File: config.mk
export PLATFORM = sky130hd
export DESIGN_NAME = rx_data_sampler
export DESIGN_NICKNAME = d
export VERILOG_FILES = /design/src/rtl/rx_data_sampler.sv
export SDC_FILE = /design/constraint.sdc
export NUM_CORES = 1
export LEC_CHECK = 0
export ABC_AREA = 1
export CAP_MARGIN = 20
export CORE_ASPECT_RATIO = 1.1
export CORE_UTILIZATION = 54
export DETAILED_ROUTE_END_ITERATION = 10
export PLACE_DENSITY = 0.9
export SLEW_MARGIN = 20
export SYNTH_ARGS = -nofsm -noshare
export SYNTH_HDL_FRONTEND = slang
export SYNTH_SLANG_ARGS = --single-unit
File: constraint.sdc
create_clock -name CLK -period 2.15 [get_ports CLK]
set_clock_uncertainty 0.1 [all_clocks]
set_input_delay 0.3225 -clock CLK [delete_from_list [all_inputs] [get_ports CLK]]
set_output_delay 0.3225 -clock CLK [all_outputs]
set_load 0.1 [all_outputs]
File: src/rtl/rx_data_sampler.sv
// rx_data_sampler: oversampling front end of the UART receiver.
// Runs the per-bit edge counter and the frame bit counter. Majority-votes three
// mid-bit samples of RX_IN into sampled_bit. sample_done strobes during the cycle
// whose closing edge loads the new sampled_bit.
// Optional build macro: RX_SYNC_EN inserts a two-flop synchronizer on RX_IN.
// The synchronizer resets to 1 and delays sampling by two cycles; the counters are unaffected.
module rx_data_sampler #(
   parameter int PRESCALE_W = 6,
   parameter int BIT_CNT_W  = 4
) (
   input  logic                  CLK,
   input  logic                  RST,
   input  logic                  RX_IN,
   input  logic [PRESCALE_W-1:0] prescale,
   input  logic                  cnt_en,
   input  logic                  data_sample_en,
   output logic [PRESCALE_W-1:0] edge_cnt,
   output logic [BIT_CNT_W-1:0]  bit_cnt,
   output logic                  sampled_bit,
   output logic                  sample_done
);

   localparam logic [PRESCALE_W-1:0] P8      = PRESCALE_W'(8);
   localparam logic [PRESCALE_W-1:0] P16     = PRESCALE_W'(16);
   localparam logic [PRESCALE_W-1:0] P32     = PRESCALE_W'(32);
   localparam logic [PRESCALE_W-1:0] ONE     = PRESCALE_W'(1);
   localparam logic [PRESCALE_W-1:0] TWO     = PRESCALE_W'(2);
   localparam logic [BIT_CNT_W-1:0]  BIT_MAX = '1;

   logic                  rx_s;
   logic [PRESCALE_W-1:0] prescale_legal;
   logic [PRESCALE_W-1:0] prescale_q;
   logic [PRESCALE_W-1:0] half;
   logic [PRESCALE_W-1:0] last_edge;
   logic [PRESCALE_W-1:0] pt_s0;
   logic [PRESCALE_W-1:0] pt_s1;
   logic [PRESCALE_W-1:0] pt_s2;
   logic [PRESCALE_W-1:0] pt_upd;
   logic                  sample_active;
   logic                  upd_hit;
   logic                  s0;
   logic                  s1;
   logic                  s2;
   logic                  vote_valid;

`ifdef RX_SYNC_EN
   logic [1:0] sync_q;

   // Two-flop synchronizer on the asynchronous serial line; idles high.
   always_ff @(posedge CLK) begin
      if (RST) sync_q <= 2'b11;
      else     sync_q <= {sync_q[0], RX_IN};
   end

   assign rx_s = sync_q[1];
`else
   assign rx_s = RX_IN;
`endif

   // Map the requested ratio onto a supported one; anything unsupported runs at 8.
   always_comb begin
      // NOTE: default assigned first so every path drives the signal and no latch is inferred.
      prescale_legal = P8;
      if (prescale == P16 || prescale == P32) prescale_legal = prescale;
   end

   // Ratio is captured while idle and frozen for the whole frame.
   always_ff @(posedge CLK) begin
      // NOTE: state registers use non-blocking assignments so all flops update from pre-edge values.
      if (RST)          prescale_q <= P8;
      else if (!cnt_en) prescale_q <= prescale_legal;
   end

   // Sample and update points derived from the latched ratio; all land below P-1.
   always_comb begin
      half      = prescale_q >> 1;
      last_edge = prescale_q - ONE;
      pt_s0     = half - ONE;
      pt_s1     = half;
      pt_s2     = half + ONE;
      pt_upd    = half + TWO;
   end

   assign sample_active = cnt_en & data_sample_en;
   assign upd_hit       = sample_active & vote_valid & (edge_cnt == pt_upd);
   // A reset edge discards the vote, so the strobe must not announce it.
   assign sample_done   = upd_hit & ~RST;

   // Edge counter wraps each bit period; bit counter counts periods and saturates.
   always_ff @(posedge CLK) begin
      if (RST || !cnt_en) begin
         edge_cnt <= '0;
         bit_cnt  <= '0;
      end else if (edge_cnt == last_edge) begin
         edge_cnt <= '0;
         if (bit_cnt != BIT_MAX) bit_cnt <= bit_cnt + BIT_CNT_W'(1);
      end else begin
         edge_cnt <= edge_cnt + ONE;
      end
   end

   // Capture three mid-bit samples, then vote; losing the enable abandons the vote.
   always_ff @(posedge CLK) begin
      if (RST) begin
         s0          <= 1'b0;
         s1          <= 1'b0;
         s2          <= 1'b0;
         vote_valid  <= 1'b0;
         sampled_bit <= 1'b1;
      end else if (!sample_active) begin
         s0         <= 1'b0;
         s1         <= 1'b0;
         s2         <= 1'b0;
         vote_valid <= 1'b0;
      end else begin
         if (edge_cnt == pt_s0) begin
            s0         <= rx_s;
            vote_valid <= 1'b1;
         end
         if (edge_cnt == pt_s1) s1 <= rx_s;
         if (edge_cnt == pt_s2) s2 <= rx_s;
         if (upd_hit) begin
            sampled_bit <= (s0 & s1) | (s0 & s2) | (s1 & s2);
            vote_valid  <= 1'b0;
         end
      end
   end

endmodule

==> results.py, run 1 <==
metrics = {
    "run_status": {
        "failed_checks": "negative setup slack",
        "status": "finished with violations",
    },
    "worst_setup_path": {
        "cpMaxStageDelayCell": "dfxtp_4",
        "cpLargestDelayFamily": "simple AND/OR/NAND/NOR gates",
        "crit_chain": "buf_8 -> nand2_1 -> inv_2 -> nand2_1 -> xor2_1 -> nor2_1 -> nand2_1 -> nor2_4 -> buf_12",
        "worst_path_largest_cell_delay_ps": 400,
        "r2r_slack_ps": 110,
        "crit_arrival_ps": 1820,
        "path_max_fanout": 7,
        "worstPathRequired_ps": 1730,
        "cpMostUsedCell": "nand2_1",
        "critPathBufInv": 3,
        "critPathKind": "flop to output pin",
        "worstSetupStartpointType": "flop",
        "crit_path_end_kind": "output pin",
    },
    "grt": {
        "gr-total-overflow": 0,
        "use_met1_pct": 33.9,
        "grt_first_pass_wirelength_mm": 6.59,
        "met3_usage_pct": 4.91,
        "top_usage_layer": "met2",
        "antenna_found_initial": 0,
        "grt_max_degree": 12,
        "grt_pass1_vias": 1488,
        "gr-usage-met2_pct": 48.9,
        "grtUsageTotal_pct": 29.2,
    },
    "logic_synthesis": {
        "ys_seq_area_share_pct": 26.6,
        "syn_inst": 230,
        "syn_avg_cell_area_um2": 6.87,
        "synth-seq-cells": 21,
        "ys_warn_count": 0,
        "syn_nets": 250,
        "synth_area_um2": 1580,
        "synth_cell_types": 34,
    },
    "clock_network": {
        "clk_pin_slew_ps": 140,
        "holdBufCountCts": 0,
        "htreeDepth": 1,
        "clockBufferDepth": 2,
        "cts_tree": "yes",
        "cts_made_buffers": 3,
        "root_buffer": "clkbuf_4",
        "cts_sinks": 21,
        "clkLatencyLatePin_ps": 330,
    },
    "final_layout": {
        "antennaDiodeCount": 0,
        "final_util_pct": 72.4,
        "layout_commonest_cell": "nand2_1",
        "fill_cells": 199,
        "fin_nets": 286,
        "fin_cells": 298,
        "drive_above_1_share_pct": 25.7,
        "area_growth_pct": 27.3,
        "final_cell_mix": "58 x nand2_1, 22 x nor2_1, 22 x buf_4",
    },
    "routing": {
        "drtPass1Iterations": 4,
        "ant_nets": 0,
        "drt_iter0_drc": 103,
        "vias_per_cell": 5.62,
        "vias": 1675,
        "wire_per_inst_um": 14.3,
        "routed_wl_mm": 4.27,
        "drc_errors": 0,
    },
    "floorplan": {
        "start_util_pct": 56.8,
        "die-area_um2": 3140,
        "io_pins": 23,
        "fp.dieW_um": 53.6,
        "core_area_um2": 2780,
        "row_count": 20,
        "die_h_um": 58.7,
    },
    "power": {
        "sw_frac_of_total_pct": 27.7,
        "pwr-share-seq_pct": 57.4,
        "power_leakage_uw": 0.000861,
        "switchingPower_uw": 188,
        "p_comb_share_pct": 11.6,
        "irDropWorstVdd_mv": 0.417,
        "power-per-cell-area_nw_per_um2": 337,
        "p_int_uw": 490,
        "p_clk_share_pct": 31.0,
    },
    "timing": {
        "worst_slack_ps": -93.5,
        "tightestPinTransition_ps": 351,
        "hold_viol_final": 0,
        "period_needed_ps": 2240,
        "whs_ps": 391,
        "max-slew-margin-rel_pct": 76.4,
        "fmaxAchievable_mhz": 446,
        "rsz0062_at_grt": "yes",
        "finalSetupViolCount": 1,
        "fin_crit_sh_pct": 104,
        "drv_slew": 0,
    },
    "placement": {
        "hpwl_mm": 2.86,
        "port_buffers": 22,
        "routabilityCongestion": 0.944,
        "placed_cells": 287,
        "pre_cts_ws_ps": 125,
    },
    "min_path": {
        "hp-class": "flop to flop",
    },
    "run": {
        "max_cap_viol_count": 0,
    },
}
[timing repair]
item / in CTS / in global routing
endpoints found under the setup margin: 1 / 1
pin swaps: 7 / 3
cloned: 0 / 0
setup buffers: 6 / 1
endpoints found under the hold margin: 0 / 0
gates resized for setup: 16 / 4
[stage by stage]
stage / cell area, µm² / power, µW / setup TNS [ps]
finish: 2010 / 678 / -93.5
global route: 2010 / 697 / -199
CTS: 1990 / 671 / -32.6
detailed placement: 1860 / 474 / 0
global placement: 1860 / 473 / 0
floorplan: 1610 / 442 / 0
[layout make-up]
type                            instances  area, µm²  area share [%]
Inverter                               27        109            5.41
Timing Repair Buffer                   35        312            15.5
Multi-Input combinational cell        178       1070            53.4
Clock buffer                            4       26.3            1.31
Tap cell                               33       41.3            2.05
Sequential cell                        21        449            22.3
[cells in the mapped netlist, drive strengths merged]
library cell	n	share of area [%]
o211ai	1	0.48
nor2	25	7.1
a21o	1	0.48
inv	26	6.2
nand2b	1	0.40
nand3	20	7.9
buf	3	1.9
xnor2	5	3.2
nand2	64	16
nor4	1	0.40
dfxtp	21	27
clkbuf	1	0.32
xor2	12	6.7
nand4	7	2.8
a21boi	1	0.48
a31oi	1	0.40
nor3	4	2.3
o21a	1	0.48
or2	4	1.6
a21oi	15	4.8
and3	1	0.40
o21ai	5	1.6
clkinv	1	0.24
ha	9	7.1
[power groups by stage]
stage | clock, µW | combinational [µW] | sequential [µW]
after floorplan | 0 | 30.5 | 412
after global placement | 0 | 73.7 | 400
after detailed placement | 0 | 74.8 | 400
after CTS | 204 | 77.2 | 390
after global routing | 221 | 85.1 | 390
final | 210 | 78.5 | 389
[layer usage]
layer | part of all wire (%) | up-vias
li1 | - | 813
met1 | 39 | 765
met2 | 49 | 72
met3 | 6.0 | 25
met4 | 5.6 | 0
met5 | 0 | -
[cell families after synthesis]
logic type                 synth area share (%)
DFF                                        26.6
and+or+nand+nor                            39.1
buffers and inverters                      8.64
adders and majority gates                  7.13
AOI/OAI and AO/OA                          8.64
xor gates and xnor gates                   9.90
[final timing paths]
kind / end / from / cells after the start
max: sample_done / prescale_q[3] / 9
min reg2reg: edge_cnt[0] / edge_cnt[0] / 1
min: edge_cnt[0] / edge_cnt[0] / 1
max reg2reg: sampled_bit / prescale_q[3] / 13
[sequential cells by signal, summed over array words and instances, names as in the netlist]
signal and cells:
edge_cnt 6, prescale_q 6, bit_cnt 4, s0 1, s1 1, s2 1
sampled_bit 1, vote_valid 1
Power figures use the tool's default switching activity.
==> run 2, diff against run 1 <==
CORE_ASPECT_RATIO = 1.75   (was 1.1)
==> run 2 against run 1 <==
The flow still finishes with violations (negative setup slack). Utilization hardly changed. Final cell count decreased by 2.3%. Die area rose by 0.26%. First-iteration DRC count fell by 25%. Clock power rose by 30%. Sequential power about the same. Combinational power grew 2.7%. Critical path depth stayed put. Via count down 3.5%. Critical path type unchanged.
==> results.py, run 2 (same netlist as run 1, synthesis figures left out) <==
metrics = {
    "run_status": {
        "status": "finished with violations",
        "failed_checks": "negative setup slack",
    },
    "placement": {
        "port_buffers": 22,
        "pre_cts_ws_ps": 97.6,
        "routabilityCongestion": 0.905,
        "hpwl_mm": 2.87,
    },
    "floorplan": {
        "core_area_um2": 2750,
        "fp.dieW_um": 42.9,
        "io_pins": 23,
        "start_util_pct": 57.4,
        "die_h_um": 73.5,
        "row_count": 25,
        "die-area_um2": 3150,
    },
    "worst_setup_path": {
        "crit_path_end_kind": "output pin",
        "path_max_fanout": 6,
        "critPathKind": "flop to output pin",
        "worstSetupStartpointType": "flop",
        "crit_arrival_ps": 1780,
        "r2r_slack_ps": 250,
        "reg2reg_depth": 12,
        "worstPathRequired_ps": 1730,
    },
    "grt": {
        "grt_max_degree": 13,
        "grtUsageTotal_pct": 26.0,
        "use_met1_pct": 27.2,
        "antenna_found_initial": 0,
        "met3_usage_pct": 2.95,
        "grt_pass1_vias": 1495,
        "top_usage_layer": "met2",
        "gr-usage-met2_pct": 48.1,
        "grt_first_pass_wirelength_mm": 6.29,
        "gr-total-overflow": 0,
    },
    "routing": {
        "vias_per_cell": 5.55,
        "drt_iter0_drc": 77,
        "ant_nets": 0,
        "wire_per_inst_um": 14.0,
        "drc_errors": 0,
        "vias": 1616,
        "routed_wl_mm": 4.07,
        "drtPass1Iterations": 4,
    },
    "timing": {
        "max-slew-margin-rel_pct": 78.7,
        "rsz0062_at_grt": "yes",
        "finalSetupViolCount": 1,
        "period_needed_ps": 2200,
        "worst_slack_ps": -51.9,
        "fin_crit_sh_pct": 102,
        "hold_viol_final": 0,
        "fmaxAchievable_mhz": 454,
        "tightestPinTransition_ps": 317,
        "drv_slew": 0,
    },
    "power": {
        "power-per-cell-area_nw_per_um2": 372,
        "irDropWorstVdd_mv": 0.309,
        "power_leakage_uw": 0.000866,
        "p_total_uw": 742,
    },
    "final_layout": {
        "final_cell_mix": "57 x nand2_1, 22 x nor2_1, 22 x buf_4",
        "reg_top3": "edge_cnt: 6 flops, prescale_q: 6 flops, bit_cnt: 4 flops",
        "antennaDiodeCount": 0,
        "layout_commonest_cell": "nand2_1",
        "fin_nets": 285,
        "drive_above_1_share_pct": 25.8,
        "area_growth_pct": 26.2,
    },
    "clock_network": {
        "cts_tree": "yes",
        "root_buffer": "clkbuf_8",
        "clk_pin_slew_ps": 80,
        "cts_made_buffers": 3,
        "cts_sinks": 21,
        "clkLatencyLatePin_ps": 270,
        "holdBufCountCts": 0,
        "clockBufferDepth": 2,
        "htreeDepth": 1,
    },
    "min_path": {
        "hp-class": "flop to flop",
        "hold_path_depth": 1,
    },
    "run": {
        "max_cap_viol_count": 0,
    },
}
## run 2: power breakdown
part | switching (µW) | internal, µW
sequential | 5.21 | 384
clock | 143 | 130
combinational | 46.0 | 34.7
## run 2: final cells by class
class                   instances  area, µm²
multi-input cells             178       1060
fillers                       199        759
flip-flops and latches         21        449
repair buffers                 34        297
inverters                      27        109
clock buffers                   3       41.3
well taps                      27       33.8
clock inverters                 1       5.00
## run 2: through the flow
step | instances | util, % | area, µm² | TNS, ps | hold WS [ps]
floorplan | 230 | - | 1610 | 0 | 332
global placement | 281 | 67.4 | 1850 | 0 | 358
detailed placement | 281 | 67.4 | 1850 | 0 | 363
CTS | 288 | 70.5 | 1940 | 0 | 375
global route | 291 | 72.4 | 1990 | -118 | 394
finish | 291 | 72.4 | 1990 | -51.9 | 376
## run 2: timing repair
item | 4_1_cts | 5_1_grt
buffers inserted | 3 | 4
resized for setup | 5 | 11
endpoints found under the setup margin | 1 | 1
pin swaps | 3 | 7
## run 2: critical path, cell delays in order, from the launching register on
cell and delay, ps:
dfxtp_4 390, buf_6 140, nand2_1 70, inv_2 80
nand2_1 80, xor2_1 180, nor2_1 160, nand2_2 90
nor2_4 130, buf_12 180
## run 2: final timing paths
check / from / to
max: prescale_q[3] / sample_done
min reg2reg: edge_cnt[0] / edge_cnt[0]
min: edge_cnt[0] / edge_cnt[0]
max reg2reg: prescale_q[2] / edge_cnt[3]
## run 2: per-layer routing
metal  part of all wire [%]  wire, µm
met2                     55      2240
met5                      0         0
met4                    3.8       155
met3                    4.3       175
met1                     37      1500
==> patch (config.mk and constraints of run 1) <==
Set the parameter `PRESCALE_W` to 3 (it was 6).
--- a/src/rtl/rx_data_sampler.sv
+++ b/src/rtl/rx_data_sampler.sv
@@ -5,7 +5,7 @@
 // Optional build macro: RX_SYNC_EN inserts a two-flop synchronizer on RX_IN.
 // The synchronizer resets to 1 and delays sampling by two cycles; the counters are unaffected.
 module rx_data_sampler #(
-   parameter int PRESCALE_W = 6,
+   parameter int PRESCALE_W = 3,
    parameter int BIT_CNT_W  = 4
 ) (
    input  logic                  CLK,
Interface: changed (resized edge_cnt and prescale); port bits go from 23 to 17. The function was not compared with the original's and may differ.
==> patch against run 1 <==
  * First-iteration DRC count shrank 75%
  * Via count fell by 53%
  * Cell area shrank 49%
  * Worst setup slack improved by 220 ps
  * Total power fell by 27%
  * Routed wire length is 60% lower
  * Core utilization grew 0.45 points
  * Non-clock buffer count down 22
  * Global-route usage decreased by 6.2 points
  * Sequential cell count decreased by 6
  * Die area shrank 44%
  * Synthesized area down 46%
  * Critical endpoint unchanged
==> patch: results <==
group,metric,value,unit
routing,routedLengthMet1,728,um
routing,vias,789,
critical_path,rr_startpoint,"prescale_q[1]",
grt,grt_use_met3,4.615,%
hold_path,holdPathEnd,"s0",
place,place_ws,212.1,ps
finish,drive_above_1_share,21.21,%
sta,post-route-min-period,2026,ps
place,hpwlAfterDp,1323,um
critical_path,rrSetupSlack,560,ps
routing,drt_iter0_markers,26,
logic_synthesis,seq_area_frac_synth,35.04,%
grt,grtUsageMet1,27.24,%
critical_path,timing.rr.end,"vote_valid",
logic_synthesis,yosysUniqueCellTypes,20,
grt,grt_max_degree,10,
grt,grt_pass1_wl,2780,um
grt,grt_usage,22.93,%
clock_network,clk_latency,280,ps
place,place_congestion,0.8813,
grt,use_met2,36.45,%
run_status,status,"finished, final reports clean",
logic_synthesis,synth_common_cells,"22 x nand2_1, 16 x inv_1, 15 x dfxtp_1",
routing,met2_length,860,um
logic_synthesis,synthTopCellsByArea,"dfxtp_1 35%, nand2_1 9.6%, ha_1 7.3%",
finish,top_regs,"bit_cnt: 4 flops, edge_cnt: 3 flops, prescale_q: 3 flops",
pwr,p_switching,131.6,uW
grt,first_global_vias,706,
pwr,p_leak,0.0004734,uW
critical_path,crit_arrival,1600,ps
hold_path,min_from,"s0",
finish,nets,146,
clock_network,clk_pin_slew,100,ps
clock_network,post_cts_resize_count,0,
routing,routedWlPerCell,11.48,um
critical_path,startpoint,"edge_cnt[1]",
critical_path,reg2reg_depth,6,
clock_network,cts_buffers,3,
clock_network,cts_setup_buffers,0,
hold_path,hold_depth,2,
routing,wl_met3,65,um
patch: cell families after synthesis:
| logic type | count (synthesis) | share of synthesized area, % |
|---|---|---|
| AO/OA/AOI/OAI | 13 | 8.028 |
| XOR/XNOR | 7 | 7.153 |
| adder cells (fa/ha/maj) | 5 | 7.299 |
| buffers and inverters | 19 | 8.467 |
| flip-flops | 15 | 35.04 |
| AND/OR/NAND/NOR | 57 | 34.01 |
patch: metrics by stage:
stage | cells | hold WS [ps] | area (um2) | util (%) | total power [uW]
after floorplan | 116 | 335.2 | 870.8 | - | 325.3
after global placement | 144 | 348.5 | 1006 | 70.90 | 341.3
after detailed placement | 144 | 353.5 | 1006 | 70.90 | 342.6
after CTS | 148 | 369.0 | 1033 | 72.84 | 500.9
after global routing | 148 | 385.2 | 1033 | 72.84 | 517.5
final | 148 | 367.9 | 1033 | 72.84 | 497.8
patch: worst max-delay path, stage by stage (launching register included):
cell     delay [ps]
dfxtp_2         430
inv_2            70
o21ai_2         160
o21ai_0         120
inv_1            80
nand2_1         120
nor2_4          160
buf_12          180
patch: layout make-up:
class                   instances  area [um2]
fillers                       101       385.4
well taps                      16       20.02
clock inverters                 1       5.005
multi-input cells              82       491.7
clock buffers                   3       22.52
inverters                      18       67.56
flip-flops and latches         15       306.5
repair buffers                 13       120.1
patch: power by group through the flow:
stage	Sequential (uW)	Clock (uW)	Combinational (uW)
final	284	161	52.7
after global routing	285	176	56.3
after floorplan	303	0	22.5
after CTS	284	164	52.8
after detailed placement	291	0	51.9
after global placement	291	0	50.8
